**src/rtl/mem_wb_stage_pkg.sv**
```systemverilog
`default_nettype none
// ============================================================================
// Module   : mem_wb_stage_pkg
// Purpose  : Shared selector/size encodings and state type for mem_wb_stage.
// Revision : 1.0 - initial release
// ============================================================================
package mem_wb_stage_pkg;

    localparam logic [1:0] WB_SEL_PC  = 2'b00;
    localparam logic [1:0] WB_SEL_ALU = 2'b01;
    localparam logic [1:0] WB_SEL_MEM = 2'b10;

    localparam logic [1:0] LD_WORD = 2'b00;
    localparam logic [1:0] LD_HALF = 2'b01;
    localparam logic [1:0] LD_BYTE = 2'b10;

    typedef enum logic [0:0] {
        PASS = 1'b0,
        WAIT = 1'b1
    } wb_state_e;

endpackage
`default_nettype wire

```
**src/rtl/mem_wb_stage_load_formatter.sv**
```systemverilog
`default_nettype none
// ============================================================================
// Module   : load_formatter
// Purpose  : Big-endian sub-word extraction with zero/sign extension.
// Revision : 1.0 - initial release
// ============================================================================
module load_formatter #(
    parameter int DATA_W = 32
) (
    input  logic [DATA_W-1:0] raw,
    input  logic [1:0]        load_size,
    input  logic [1:0]        byte_offset,
    input  logic              load_signed,
    output logic [DATA_W-1:0] formatted
);
    import mem_wb_stage_pkg::*;

    logic [15:0] w_half;
    logic [7:0]  w_byte;

    always_comb begin
        w_half    = 16'h0000;
        w_byte    = 8'h00;
        formatted = raw;
        case (load_size)
            LD_HALF: begin
                // Offset 0 addresses the most significant halfword.
                w_half    = byte_offset[1] ? raw[15:0] : raw[31:16];
                formatted = {{(DATA_W-16){load_signed & w_half[15]}}, w_half};
            end
            LD_BYTE: begin
                case (byte_offset)
                    2'd0:    w_byte = raw[31:24];
                    2'd1:    w_byte = raw[23:16];
                    2'd2:    w_byte = raw[15:8];
                    default: w_byte = raw[7:0];
                endcase
                formatted = {{(DATA_W-8){load_signed & w_byte[7]}}, w_byte};
            end
            default: formatted = raw;
        endcase
    end

endmodule
`default_nettype wire

```
**src/rtl/mem_wb_stage.sv**
```systemverilog
`default_nettype none
// ============================================================================
// Module   : mem_wb_stage
// Purpose  : MEM/WB pipeline register, write-back mux and load-wait stall.
//            Optional macro WB_STALL_CNT_EN adds a saturating stall counter.
// Revision : 1.0 - initial release
// ============================================================================
module mem_wb_stage #(
    parameter int DATA_W     = 32,
    parameter int REG_ADDR_W = 5
) (
    input  logic                  clk,
    input  logic                  rst_n,
    input  logic                  mem_valid,
    input  logic                  mem_reg_write,
    input  logic [REG_ADDR_W-1:0] mem_rd,
    input  logic [1:0]            mem_sel,
    input  logic [DATA_W-1:0]     mem_pc,
    input  logic [DATA_W-1:0]     mem_alu_out,
    input  logic [DATA_W-1:0]     mem_load_data,
    input  logic [1:0]            mem_load_size,
    input  logic                  mem_load_signed,
    input  logic [1:0]            mem_byte_offset,
    input  logic                  dmem_ready,
    input  logic                  flush,
    output logic                  stall_req,
    output logic                  wb_valid,
    output logic                  wb_reg_write,
    output logic [REG_ADDR_W-1:0] wb_rd,
    output logic [DATA_W-1:0]     wb_data
`ifdef WB_STALL_CNT_EN
   ,output logic [31:0]           wb_stall_cycles
`endif
);
    import mem_wb_stage_pkg::*;

    wb_state_e             r_state;
    wb_state_e             w_state_nxt;
    logic                  w_is_load;
    logic                  w_capture;
    logic                  w_stall;
    logic [DATA_W-1:0]     w_load_fmt;
    logic [DATA_W-1:0]     w_wb_data_nxt;
    logic                  r_wb_valid;
    logic                  r_wb_reg_write;
    logic [REG_ADDR_W-1:0] r_wb_rd;
    logic [DATA_W-1:0]     r_wb_data;

    load_formatter #(
        .DATA_W (DATA_W)
    ) u_load_formatter (
        .raw         (mem_load_data),
        .load_size   (mem_load_size),
        .byte_offset (mem_byte_offset),
        .load_signed (mem_load_signed),
        .formatted   (w_load_fmt)
    );

    assign w_is_load = mem_valid & (mem_sel == WB_SEL_MEM);

    // Flush wins over everything: bubble in, back to PASS, no stall.
    always_comb begin
        w_state_nxt = r_state;
        w_stall     = 1'b0;
        w_capture   = 1'b0;
        if (flush) begin
            w_state_nxt = PASS;
        end else begin
            case (r_state)
                PASS: begin
                    if (w_is_load && !dmem_ready) begin
                        w_stall     = 1'b1;
                        w_state_nxt = WAIT;
                    end else begin
                        w_capture = 1'b1;
                    end
                end
                WAIT: begin
                    if (dmem_ready) begin
                        w_capture   = 1'b1;
                        w_state_nxt = PASS;
                    end else begin
                        w_stall = 1'b1;
                    end
                end
                default: w_state_nxt = PASS;
            endcase
        end
    end

    always_comb begin
        w_wb_data_nxt = mem_alu_out;
        case (mem_sel)
            WB_SEL_PC:  w_wb_data_nxt = mem_pc;
            WB_SEL_MEM: w_wb_data_nxt = w_load_fmt;
            default:    w_wb_data_nxt = mem_alu_out;
        endcase
    end

    always_ff @(posedge clk or negedge rst_n) begin
        if (!rst_n) begin
            r_state        <= PASS;
            r_wb_valid     <= 1'b0;
            r_wb_reg_write <= 1'b0;
            r_wb_rd        <= '0;
            r_wb_data      <= '0;
        end else begin
            r_state        <= w_state_nxt;
            r_wb_valid     <= w_capture & mem_valid;
            r_wb_reg_write <= w_capture & mem_valid & mem_reg_write & (mem_rd != '0);
            if (w_capture) begin
                r_wb_rd   <= mem_rd;
                r_wb_data <= w_wb_data_nxt;
            end
        end
    end

    // Gated by reset so every output reads zero while reset is held.
    assign stall_req    = w_stall & rst_n;
    assign wb_valid     = r_wb_valid;
    assign wb_reg_write = r_wb_reg_write;
    assign wb_rd        = r_wb_rd;
    assign wb_data      = r_wb_data;

`ifdef WB_STALL_CNT_EN
    logic [31:0] r_stall_cnt;

    always_ff @(posedge clk or negedge rst_n) begin
        if (!rst_n) begin
            r_stall_cnt <= '0;
        end else if (stall_req && (r_stall_cnt != 32'hFFFF_FFFF)) begin
            r_stall_cnt <= r_stall_cnt + 32'd1;
        end
    end

    assign wb_stall_cycles = r_stall_cnt;
`endif

endmodule
`default_nettype wire

```
**config.mk**
```make
export PLATFORM = sky130hd
export DESIGN_NAME = mem_wb_stage
export DESIGN_NICKNAME = d
export VERILOG_FILES = /design/src/rtl/mem_wb_stage_pkg.sv /design/src/rtl/mem_wb_stage_load_formatter.sv /design/src/rtl/mem_wb_stage.sv
export SDC_FILE = /design/constraint.sdc
export NUM_CORES = 1
export LEC_CHECK = 0
export BUFFER_PORTS_ARGS = -buffer_cell sky130_fd_sc_hd__buf_2
export CORE_UTILIZATION = 30
export CTS_BUF_LIST = sky130_fd_sc_hd__clkbuf_4 sky130_fd_sc_hd__clkbuf_8
export DETAILED_ROUTE_END_ITERATION = 8
export HOLD_SLACK_MARGIN = 0.1
export PLACE_DENSITY = 0.7
export SLEW_MARGIN = 25
export SYNTH_ARGS = -nofsm -noshare
export SYNTH_HDL_FRONTEND = slang
export SYNTH_SLANG_ARGS = --single-unit
```
**constraint.sdc**
```tcl
create_clock -name clk -period 1.33 [get_ports clk]
set_clock_uncertainty 0.1 [all_clocks]
set_input_delay 0.266 -clock clk [delete_from_list [all_inputs] [get_ports clk]]
set_output_delay 0.266 -clock clk [all_outputs]
set_load 0.01 [all_outputs]
```
==> report_table.html, run 1 <==
<table>
<tr><th>Metric</th><th>Value</th></tr>
<tr><th colspan="2">Outcome</th></tr>
<tr><td>Run status</td><td>finished with violations</td></tr>
<tr><td>Violations in the final reports</td><td>negative setup slack</td></tr>
<tr><th colspan="2">Worst setup path</th></tr>
<tr><td>Data required time at the worst endpoint</td><td>1.42 ns</td></tr>
<tr><td>Worst path buffer plus inverter count</td><td>2</td></tr>
<tr><td>Largest delay share family, worst path</td><td>flip-flops</td></tr>
<tr><td>Cell depth of the worst flop-to-flop path</td><td>4</td></tr>
<tr><td>Element type at the critical path end</td><td>flip-flop</td></tr>
<tr><td>Maximum fanout count along the critical path</td><td>6</td></tr>
<tr><td>Slowest stage cell, crit path</td><td>dfrtp_1</td></tr>
<tr><td>Internal reg-to-reg setup slack</td><td>-0.22 ns</td></tr>
<tr><td>Startpoint of the worst register-to-register path</td><td>r_state</td></tr>
<tr><td>Worst stage delay on the critical path</td><td>0.39 ns</td></tr>
<tr><td>Data arrival time of the critical path</td><td>1.63 ns</td></tr>
<tr><td>Type of the worst setup path</td><td>flip-flop to flip-flop</td></tr>
<tr><td>Worst-path cell chain</td><td>buf_4 &gt; a211o_4 &gt; buf_12 &gt; mux2_2</td></tr>
<tr><td>Critical Path Source Type</td><td>flip-flop</td></tr>
<tr><td>Worst reg2reg endpoint</td><td>wb_rd[4]</td></tr>
<tr><th colspan="2">Pwr</th></tr>
<tr><td>Part of the power in registers</td><td>37.8%</td></tr>
<tr><td>Share of total power in the clock network</td><td>29.5%</td></tr>
<tr><td>Maximum vdd drop</td><td>0.464 mV</td></tr>
<tr><td>Final total power</td><td>3850 uW</td></tr>
<tr><td>P per Cell Area</td><td>933 nW/um2</td></tr>
<tr><td>Leak pwr</td><td>0.00189 uW</td></tr>
<tr><td>Share of power burned in combinational logic</td><td>32.7%</td></tr>
<tr><td>Switching fraction of total power</td><td>31.6%</td></tr>
<tr><td>Switch Pwr</td><td>1220 uW</td></tr>
<tr><td>Internal power contribution</td><td>2630 uW</td></tr>
<tr><th colspan="2">Floorplanning</th></tr>
<tr><td>Number of core rows</td><td>34</td></tr>
<tr><td>Initial Util</td><td>30.8%</td></tr>
<tr><td>Die Area</td><td>9280 um2</td></tr>
<tr><td>Boundary pin count</td><td>154</td></tr>
<tr><td>Overall die width</td><td>96.3 um</td></tr>
<tr><td>Chip height</td><td>96.3 um</td></tr>
<tr><td>Total core area</td><td>8680 um2</td></tr>
<tr><th colspan="2">STA</th></tr>
<tr><td>Final Worst Setup Slack</td><td>-0.217 ns</td></tr>
<tr><td>Rel. slew slack</td><td>64.6%</td></tr>
<tr><td>Post-layout minimum cycle time</td><td>1.55 ns</td></tr>
<tr><td>Number of slew-limit violations in the final report</td><td>0</td></tr>
<tr><td>Actual slew at the worst max-slew pin</td><td>0.531 ns</td></tr>
<tr><td>Final period util</td><td>116%</td></tr>
<tr><td>Upper clock frequency limit</td><td>647 MHz</td></tr>
<tr><td>Setup repair after global routing missed its margin</td><td>yes</td></tr>
<tr><td>Count of final setup violators</td><td>40</td></tr>
<tr><td>Hold Fails Final Rpt</td><td>0</td></tr>
<tr><th colspan="2">Global route</th></tr>
<tr><td>Vias in the first global route</td><td>2,898</td></tr>
<tr><td>Aggregate global routing overflow</td><td>0</td></tr>
<tr><td>Total Routing Usage GR</td><td>20.5%</td></tr>
<tr><td>Maximum number of pins on one net before global-route repair</td><td>45</td></tr>
<tr><td>Antenna violations before repair</td><td>0</td></tr>
<tr><td>Wire length of the first global-routing pass</td><td>14.2 mm</td></tr>
<tr><th colspan="2">Yosys</th></tr>
<tr><td>Share of flip-flops with an asynchronous set or reset after synthesis</td><td>100%</td></tr>
<tr><td>Post-Syn Area per Cell</td><td>8.93 um2</td></tr>
<tr><td>Syn_nets</td><td>415</td></tr>
<tr><td>Distinct cell type count of the synthesized netlist</td><td>44</td></tr>
<tr><td>Count of flip-flops with a built-in enable after synthesis</td><td>0</td></tr>
<tr><td>Number of instances in the synthesized netlist</td><td>299</td></tr>
<tr><td>Predominant post-synthesis flop cell</td><td>dfrtp_1</td></tr>
<tr><td>Warnings from Yosys</td><td>0</td></tr>
<tr><td>Netlist area before placement</td><td>2670 um2</td></tr>
<tr><td>Flops &amp; latches, synth</td><td>40</td></tr>
<tr><td>Sequential-to-total area share from yosys stat</td><td>37.5%</td></tr>
<tr><th colspan="2">Clock network</th></tr>
<tr><td>H-tree lvl count</td><td>2</td></tr>
<tr><td>Clock root buffer</td><td>clkbuf_8</td></tr>
<tr><td>Reg clk slew, reported paths</td><td>0.09 ns</td></tr>
<tr><td>Clock tree from TritonCTS</td><td>done</td></tr>
<tr><td>Insertion delay of the later-clocked pin in the worst-skew pair</td><td>0.30 ns</td></tr>
<tr><td>CTS Buffer Depth</td><td>2</td></tr>
<tr><td>TritonCTS buffer count</td><td>5</td></tr>
<tr><td>Total clock sinks</td><td>40</td></tr>
<tr><th colspan="2">Finish</th></tr>
<tr><td>Post-synthesis to final-layout area growth</td><td>54.5%</td></tr>
<tr><td>Layout cells sized above 1</td><td>49.9%</td></tr>
<tr><td>Number of nets in the layout</td><td>582</td></tr>
<tr><td>Total non-filler cell area in the finished layout</td><td>4120 um2</td></tr>
<tr><td>Number of diodes</td><td>0</td></tr>
<tr><th colspan="2">Worst hold path</th></tr>
<tr><td>Class of the worst hold path</td><td>input port to flip-flop</td></tr>
<tr><td>Beginning of the worst hold path</td><td>dmem_ready</td></tr>
<tr><td>Hold Path Stages</td><td>2</td></tr>
<tr><td>End point of the worst hold path</td><td>r_state</td></tr>
<tr><th colspan="2">Place</th></tr>
<tr><td>Count of buffers inserted at the top-level ports</td><td>153</td></tr>
<tr><td>Area of placed instances</td><td>3770 um2</td></tr>
<tr><td>HPWL after DPL</td><td>7.39 mm</td></tr>
<tr><td>GP Congestion</td><td>0.812</td></tr>
<tr><th colspan="2">Detailed routing</th></tr>
<tr><td>Antenna Violating Nets Remaining</td><td>0</td></tr>
<tr><td>Detailed router's first-iteration violation count</td><td>126</td></tr>
<tr><td>Total Wirelength</td><td>9.61 mm</td></tr>
<tr><td>Detail-routed net length per standard cell</td><td>16.7 um</td></tr>
<tr><td>First-pass detailed-route iteration total</td><td>4</td></tr>
<tr><td>Vias</td><td>3,028</td></tr>
<tr><td>Via density per instance</td><td>5.27</td></tr>
<tr><td>Post-route DRC violation count</td><td>0</td></tr>
<tr><th colspan="2">Run</th></tr>
<tr><td>Reported max-cap violation count</td><td>0</td></tr>
</table>
worst max-delay path by stage:
stage | slack (ns) | to | cells after the start | startpoint
global placement | -0.35 | wb_data[9] | 5 | mem_byte_offset[0]
finish | -0.22 | wb_rd[4] | 4 | r_state
CTS | -0.22 | stall_req | 4 | r_state
detailed placement | -0.40 | wb_data[10] | 5 | mem_byte_offset[0]
floorplan | -0.25 | wb_data[22] | 6 | mem_sel[1]
global route | -0.27 | stall_req | 4 | r_state
cell families after synthesis:
group	count (synthesis)	share of synthesized area (%)
adders and majority gates	2	0.937
DFF	40	37.5
muxes	15	6.56
AOI/OAI and AO/OA	116	30.0
and+or+nand+nor	84	18.4
buffers and inverters	42	6.61
registers in the layout, indices dropped and copies added (netlist names):
register	flops
r_state	1
wb_data	32
wb_rd	5
wb_reg_write	1
wb_valid	1
through the flow:
stage	setup TNS [ns]	instances	utilization (%)	hold slack, ns	worst slack, ns
finish	-6.91	575	47.5	0.0754	-0.217
global route	-9.15	575	47.5	0.0793	-0.269
CTS	-6.59	573	46.6	0.0744	-0.215
detailed placement	-12.44	561	43.4	0.312	-0.404
global placement	-11.18	561	43.4	0.306	-0.347
floorplan	-6.25	299	-	-0.130	-0.247
cell usage in the layout (no fill, tap or decap), types with 2 or more instances in the layout:
cell           synthesis  layout
clkbuf_8               0       7
mux2_2                 6       6
nand2b_1               2       2
nor2_4                 1       2
a21oi_1               50      49
o221ai_1              25       7
buf_4                  2      22
nor2_1                 9       8
buf_6                  1       2
buf_8                  0       2
mux2i_1                7       7
o221ai_2               0      18
dfrtp_1               40      40
buf_12                 0       5
buf_2                  3     153
nor3b_1               31      31
dlygate4sd3_1          0       2
a22oi_1                7       6
o211ai_1              14      14
inv_1                 14      14
o32ai_1                7       7
nand2_1               32      32
what timing repair did:
item / 4_1_cts / 5_1_grt
buffers inserted: 2 / 0
endpoints found under the setup margin: 39 / 40
gates cloned: 1 / 1
hold endpoints to repair: 41 / 2
gates resized for setup: 21 / 9
pin swaps: 3 / 7
hold buffers: 1 / 1
routing by layer:
layer | global-route usage, % | wire, um | part of all wire (%) | vias to the layer above
met5 | 0 | 0 | 0 | -
met4 | 6.50 | 166 | 1.7 | 0
met3 | 3.55 | 568 | 5.9 | 16
met2 | 35.9 | 4720 | 49 | 108
met1 | 25.6 | 4150 | 43 | 1436
li1 | - | - | - | 1468
cells in the mapped netlist, drive strengths merged, types with 3 or more instances:
cell type  instances  area share, %
mux2               7            3.1
buf                8            1.8
nor3b             31            8.7
o32ai              7            2.3
a22oi              7            2.0
nor2              10            1.7
nand2             32            4.5
a21oi             50            9.4
o21ai              3           0.98
dfrtp             40             38
inv               14            2.0
clkbuf            19            2.7
o211ai            14            3.9
o221ai            25            8.2
mux2i              7            2.6
power by group through the flow:
stage,Clock [uW],Sequential [uW],Combinational [uW]
after floorplan,0,1550,531
after global placement,0,1480,1130
after detailed placement,0,1480,1170
after CTS,1150,1460,1230
after global routing,1200,1470,1380
final,1130,1450,1260
final cells by class:
| cell class | instances | area (um2) |
|---|---|---|
| multi-input combinational | 217 | 1680 |
| tap | 108 | 135 |
| inverter | 15 | 57.6 |
| timing repair buffer | 187 | 1130 |
| clock inverter | 1 | 30.0 |
| clock buffer | 7 | 96.3 |
| fill | 852 | 4550 |
| sequential | 40 | 1000 |
No activity file was read; power rests on OpenSTA's default activity.
==> inputs of run 2 (changes only) <==
PLACE_DENSITY = 0.68   (was 0.7)
SYNTH_HIERARCHICAL = 1   (was not set)
==> run 2 against run 1 <==
The run still ends with negative setup slack left. Clock-buffer cell count down 2. First-iteration DRC count down 32%. Non-clock buffer count up 33. Worst setup slack worse by 0.14 ns. Clock power down 26%. Critical path depth up 4. Die area up 15%. Utilization up 1.9 points. Critical path type is now input port to flip-flop.
==> report_table.html, run 2 <==
<table>
<tr><th>Metric</th><th>Value</th></tr>
<tr><th colspan="2">Detailed routing</th></tr>
<tr><td>Metal2 WL</td><td>5.44 mm (+15%)</td></tr>
<tr><td>Post-route DRC violation count</td><td>0 (unchanged)</td></tr>
<tr><td>WL met1</td><td>4.53 mm (+9.1%)</td></tr>
<tr><td>Detailed router's first-iteration violation count</td><td>86 (-32%)</td></tr>
<tr><td>Antenna Violating Nets Remaining</td><td>0 (unchanged)</td></tr>
<tr><td>Vias</td><td>3,225 (+6.5%)</td></tr>
<tr><td>DR top layer</td><td>met4</td></tr>
<tr><td>Total Wirelength</td><td>10.9 mm (+13%)</td></tr>
<tr><td>First-pass detailed-route iteration total</td><td>4 (unchanged)</td></tr>
<tr><td>Detailed-routed wire length on met3</td><td>730 um (+29%)</td></tr>
<tr><td>Via density per instance</td><td>4.93 (-6.4%)</td></tr>
<tr><td>Detail-routed net length per standard cell</td><td>16.7 um (-0.28%)</td></tr>
<tr><th colspan="2">Pwr</th></tr>
<tr><td>Part of the power in registers</td><td>37.6% (-0.2 points)</td></tr>
<tr><td>Share of power burned in combinational logic</td><td>41.3% (+8.6 points)</td></tr>
<tr><td>Leak pwr</td><td>0.00257 uW (+36%)</td></tr>
<tr><td>Internal power contribution</td><td>2640 uW (+0.38%)</td></tr>
<tr><td>Switching fraction of total power</td><td>33.2% (+1.5 points)</td></tr>
<tr><td>Share of total power in the clock network</td><td>21.1% (-8.4 points)</td></tr>
<tr><td>P per Cell Area</td><td>811 nW/um2 (-13%)</td></tr>
<tr><td>Maximum vdd drop</td><td>0.357 mV (-23%)</td></tr>
<tr><td>Switch Pwr</td><td>1310 uW (+7.7%)</td></tr>
<tr><th colspan="2">Finish</th></tr>
<tr><td>Final-layout fill cell count</td><td>897 (+5.3%)</td></tr>
<tr><td>Area occupied by registers</td><td>1000 um2 (unchanged)</td></tr>
<tr><td>Layout cells sized above 1</td><td>60.3% (+10 points)</td></tr>
<tr><td>Post-synthesis to final-layout area growth</td><td>58.6%</td></tr>
<tr><td>Most frequent standard cell in the layout excluding fill and tap cells</td><td>buf_2</td></tr>
<tr><td>Total non-filler cell area in the finished layout</td><td>4870 um2 (+18%)</td></tr>
<tr><td>Area used by multi-input combinational logic</td><td>2080 um2 (+24%)</td></tr>
<tr><td>Number of nets in the layout</td><td>634 (+8.9%)</td></tr>
<tr><td>Final design utilization</td><td>49.4% (+1.9 points)</td></tr>
<tr><td>Most frequent cells in the layout</td><td>buf_2, nand2_1, buf_4</td></tr>
<tr><td>Flip-flop count of the largest register after layout</td><td>32 (unchanged)</td></tr>
<tr><th colspan="2">Global route</th></tr>
<tr><td>Wire length of the first global-routing pass</td><td>16.3 mm (+15%)</td></tr>
<tr><td>Aggregate global routing overflow</td><td>0 (unchanged)</td></tr>
<tr><td>Total Routing Usage GR</td><td>20.2% (-0.29 points)</td></tr>
<tr><td>Vias in the first global route</td><td>3,337 (+15%)</td></tr>
<tr><td>Maximum number of pins on one net before global-route repair</td><td>65 (+44%)</td></tr>
<tr><td>Antenna violations before repair</td><td>1 (+1)</td></tr>
<tr><th colspan="2">Yosys</th></tr>
<tr><td>Distinct cell type count of the synthesized netlist</td><td>43 (-2.3%)</td></tr>
<tr><td>Leading cell types by count after synthesis</td><td>nand2_1, dfrtp_1, mux2_2, mux2i_1, o21ai_0</td></tr>
<tr><td>Fraction of synthesized cell area taken by the top area cell type</td><td>32.6% (-4.9 points)</td></tr>
<tr><td>Flops &amp; latches, synth</td><td>40 (unchanged)</td></tr>
<tr><td>Cell accounting for the most synthesized area</td><td>dfrtp_1</td></tr>
<tr><td>Share of flip-flops with an asynchronous set or reset after synthesis</td><td>100% (unchanged)</td></tr>
<tr><td>Number of instances in the synthesized netlist</td><td>317 (+6.0%)</td></tr>
<tr><td>Most frequently used cell type in the post-synthesis netlist</td><td>nand2_1</td></tr>
<tr><td>Predominant post-synthesis flop cell</td><td>dfrtp_1</td></tr>
<tr><td>Netlist area before placement</td><td>3070 um2 (+15%)</td></tr>
<tr><td>Syn_nets</td><td>433 (+4.3%)</td></tr>
<tr><td>Post-Syn Area per Cell</td><td>9.69 um2 (+8.6%)</td></tr>
<tr><td>Sequential-to-total area share from yosys stat</td><td>32.6% (-4.9 points)</td></tr>
<tr><td>Cell types occupying the most area after synthesis</td><td>dfrtp_1, mux2_2, mux2i_1</td></tr>
<tr><td>Count of flip-flops with a built-in enable after synthesis</td><td>0 (unchanged)</td></tr>
<tr><td>Warnings from Yosys</td><td>6 (+6)</td></tr>
<tr><th colspan="2">Place</th></tr>
<tr><td>GP Congestion</td><td>0.841 (+3.6%)</td></tr>
<tr><td>Count of buffers inserted at the top-level ports</td><td>153 (unchanged)</td></tr>
<tr><td>Pre-CTS setup slack</td><td>-0.729 ns (-0.324 ns)</td></tr>
<tr><td>HPWL after DPL</td><td>8.02 mm (+8.5%)</td></tr>
<tr><td>Area of placed instances</td><td>4370 um2 (+16%)</td></tr>
<tr><th colspan="2">Floorplanning</th></tr>
<tr><td>Chip height</td><td>103 um (+7.1%)</td></tr>
<tr><td>Total core area</td><td>9860 um2 (+14%)</td></tr>
<tr><td>Overall die width</td><td>103 um (+7.1%)</td></tr>
<tr><td>Number of core rows</td><td>36 (+5.9%)</td></tr>
<tr><td>Boundary pin count</td><td>154 (unchanged)</td></tr>
<tr><td>Initial Util</td><td>31.1% (+0.39 points)</td></tr>
<tr><td>Die Area</td><td>10,600 um2 (+15%)</td></tr>
<tr><th colspan="2">STA</th></tr>
<tr><td>Number of slew-limit violations in the final report</td><td>0 (unchanged)</td></tr>
<tr><td>Rel. slew slack</td><td>64.9% (+0.37 points)</td></tr>
<tr><td>Post-layout minimum cycle time</td><td>1.69 ns (+0.139 ns)</td></tr>
<tr><td>Upper clock frequency limit</td><td>593 MHz (-8.2%)</td></tr>
<tr><td>Count of final setup violators</td><td>40 (unchanged)</td></tr>
<tr><td>Actual slew at the worst max-slew pin</td><td>0.526 ns (-0.00555 ns)</td></tr>
<tr><td>Setup TNS</td><td>-11.28 ns (-4.37 ns)</td></tr>
<tr><td>Final Worst Setup Slack</td><td>-0.356 ns (-0.139 ns)</td></tr>
<tr><td>Setup repair after global routing missed its margin</td><td>yes</td></tr>
<tr><td>Final period util</td><td>127% (+10 points)</td></tr>
<tr><td>Hold Fails Final Rpt</td><td>0 (unchanged)</td></tr>
<tr><td>Hold Worst Slack</td><td>0.107 ns (+0.0320 ns)</td></tr>
<tr><th colspan="2">Clock network</th></tr>
<tr><td>Total clock sinks</td><td>40 (unchanged)</td></tr>
<tr><td>CTS Buffer Depth</td><td>2 (unchanged)</td></tr>
<tr><td>Clock tree from TritonCTS</td><td>done</td></tr>
<tr><td>H-tree lvl count</td><td>2 (unchanged)</td></tr>
<tr><td>Clock root buffer</td><td>clkbuf_8</td></tr>
<tr><td>Insertion delay of the later-clocked pin in the worst-skew pair</td><td>0.29 ns (about the same)</td></tr>
<tr><td>TritonCTS buffer count</td><td>5 (unchanged)</td></tr>
<tr><td>Reg clk slew, reported paths</td><td>0.09 ns (about the same)</td></tr>
<tr><th colspan="2">Outcome</th></tr>
<tr><td>Violations in the final reports</td><td>negative setup slack</td></tr>
<tr><td>Run status</td><td>finished with violations</td></tr>
<tr><th colspan="2">Worst setup path</th></tr>
<tr><td>Cell depth of the worst flop-to-flop path</td><td>5 (+1)</td></tr>
<tr><td>Type of the worst setup path</td><td>input port to flip-flop</td></tr>
<tr><td>Critical Path Source Type</td><td>input port</td></tr>
<tr><td>Data arrival time of the critical path</td><td>1.77 ns (+0.14 ns)</td></tr>
<tr><td>Maximum fanout count along the critical path</td><td>8 (+2)</td></tr>
<tr><td>Element type at the critical path end</td><td>flip-flop</td></tr>
<tr><td>Data required time at the worst endpoint</td><td>1.41 ns (about the same)</td></tr>
<tr><th colspan="2">Worst hold path</th></tr>
<tr><td>Class of the worst hold path</td><td>input port to flip-flop</td></tr>
<tr><td>Hold Path Stages</td><td>2 (unchanged)</td></tr>
<tr><th colspan="2">Run</th></tr>
<tr><td>Reported max-cap violation count</td><td>0 (unchanged)</td></tr>
</table>
==> run 2: changes by cell type after synthesis, sizes merged, moves of 11 or more <==
cell	before	now
a21oi	50	1
mux2	7	43
nor3b	31	0
nand2	32	61
o21ai	3	32
mux2i	7	34
o221ai	25	1
nand3	1	16
clkbuf	19	7
buf	8	19
==> run 2: timing repair <==
item | CTS | global route
pin swaps | 11 | 3
setup buffers | 11 | 1
setup endpoints to repair | 39 | 40
gates cloned | 3 | 0
gates resized for setup | 38 | 20
endpoints found under the hold margin | 40 | 0
hold buffers | 1 | 0
==> run 2: worst paths after layout <==
| check | slack [ns] | endpoint | start |
|---|---|---|---|
| min in group asynchronous | 0.48 | wb_valid | rst_n |
| hold / removal | 0.11 | wb_rd[3] | mem_rd[3] |
| setup / recovery | -0.36 | wb_data[31] | mem_byte_offset[0] |
| hold reg to reg | 0.40 | wb_data[24] | wb_data[24] |
| setup reg to reg | -0.22 | wb_data[5] | r_state |
| max in group asynchronous | 0.28 | wb_data[1] | rst_n |
==> run 2: logic make-up after synthesis <==
kind of cell    share of synthesized area [%]
compound gates                           14.7
fa+ha+maj                               0.815
buf+inv                                  6.68
flops                                    32.6
mux                                      30.3
simple gates                             15.0
==> run 2: critical path: stages <==
cell and delay (ns):
buf_6 0.08, mux4_2 0.52, nand4b_4 0.16, buf_12 0.15, nand3_2 0.07, mux2i_2 0.19, o21ai_1 0.08, mux2_4 0.26
==> run 2: routing by layer <==
metal,GRT usage [%],vias up
met5,0,-
li1,-,1565
met2,36.5,118
met3,5.04,17
met1,23.5,1525
met4,6.50,0
==> run 2: layout make-up <==
| cell class | count | area share (%) |
|---|---|---|
| multi-input combinational | 241 | 42.8 |
| timing repair buffer | 220 | 30.6 |
| sequential | 40 | 20.5 |
| tap | 133 | 3.42 |
| clock buffer | 5 | 1.41 |
| inverter | 10 | 0.770 |
| clock inverter | 3 | 0.385 |
| antenna | 2 | 0.103 |
==> run 2: power groups by stage <==
stage | Combinational (uW) | Clock, uW | Sequential (uW)
after floorplan | 729 | 0 | 1590
after CTS | 1600 | 866 | 1490
after global routing | 1770 | 918 | 1510
after detailed placement | 1460 | 0 | 1510
after global placement | 1430 | 0 | 1500
final | 1630 | 834 | 1490
==> run 2: metrics by stage <==
step	total power, uW	cells
6_report	3950	654
5_1_grt	4200	653
4_1_cts	3950	652
3_5_place_dp	2960	629
3_3_place_gp	2930	629
2_1_floorplan	2320	317
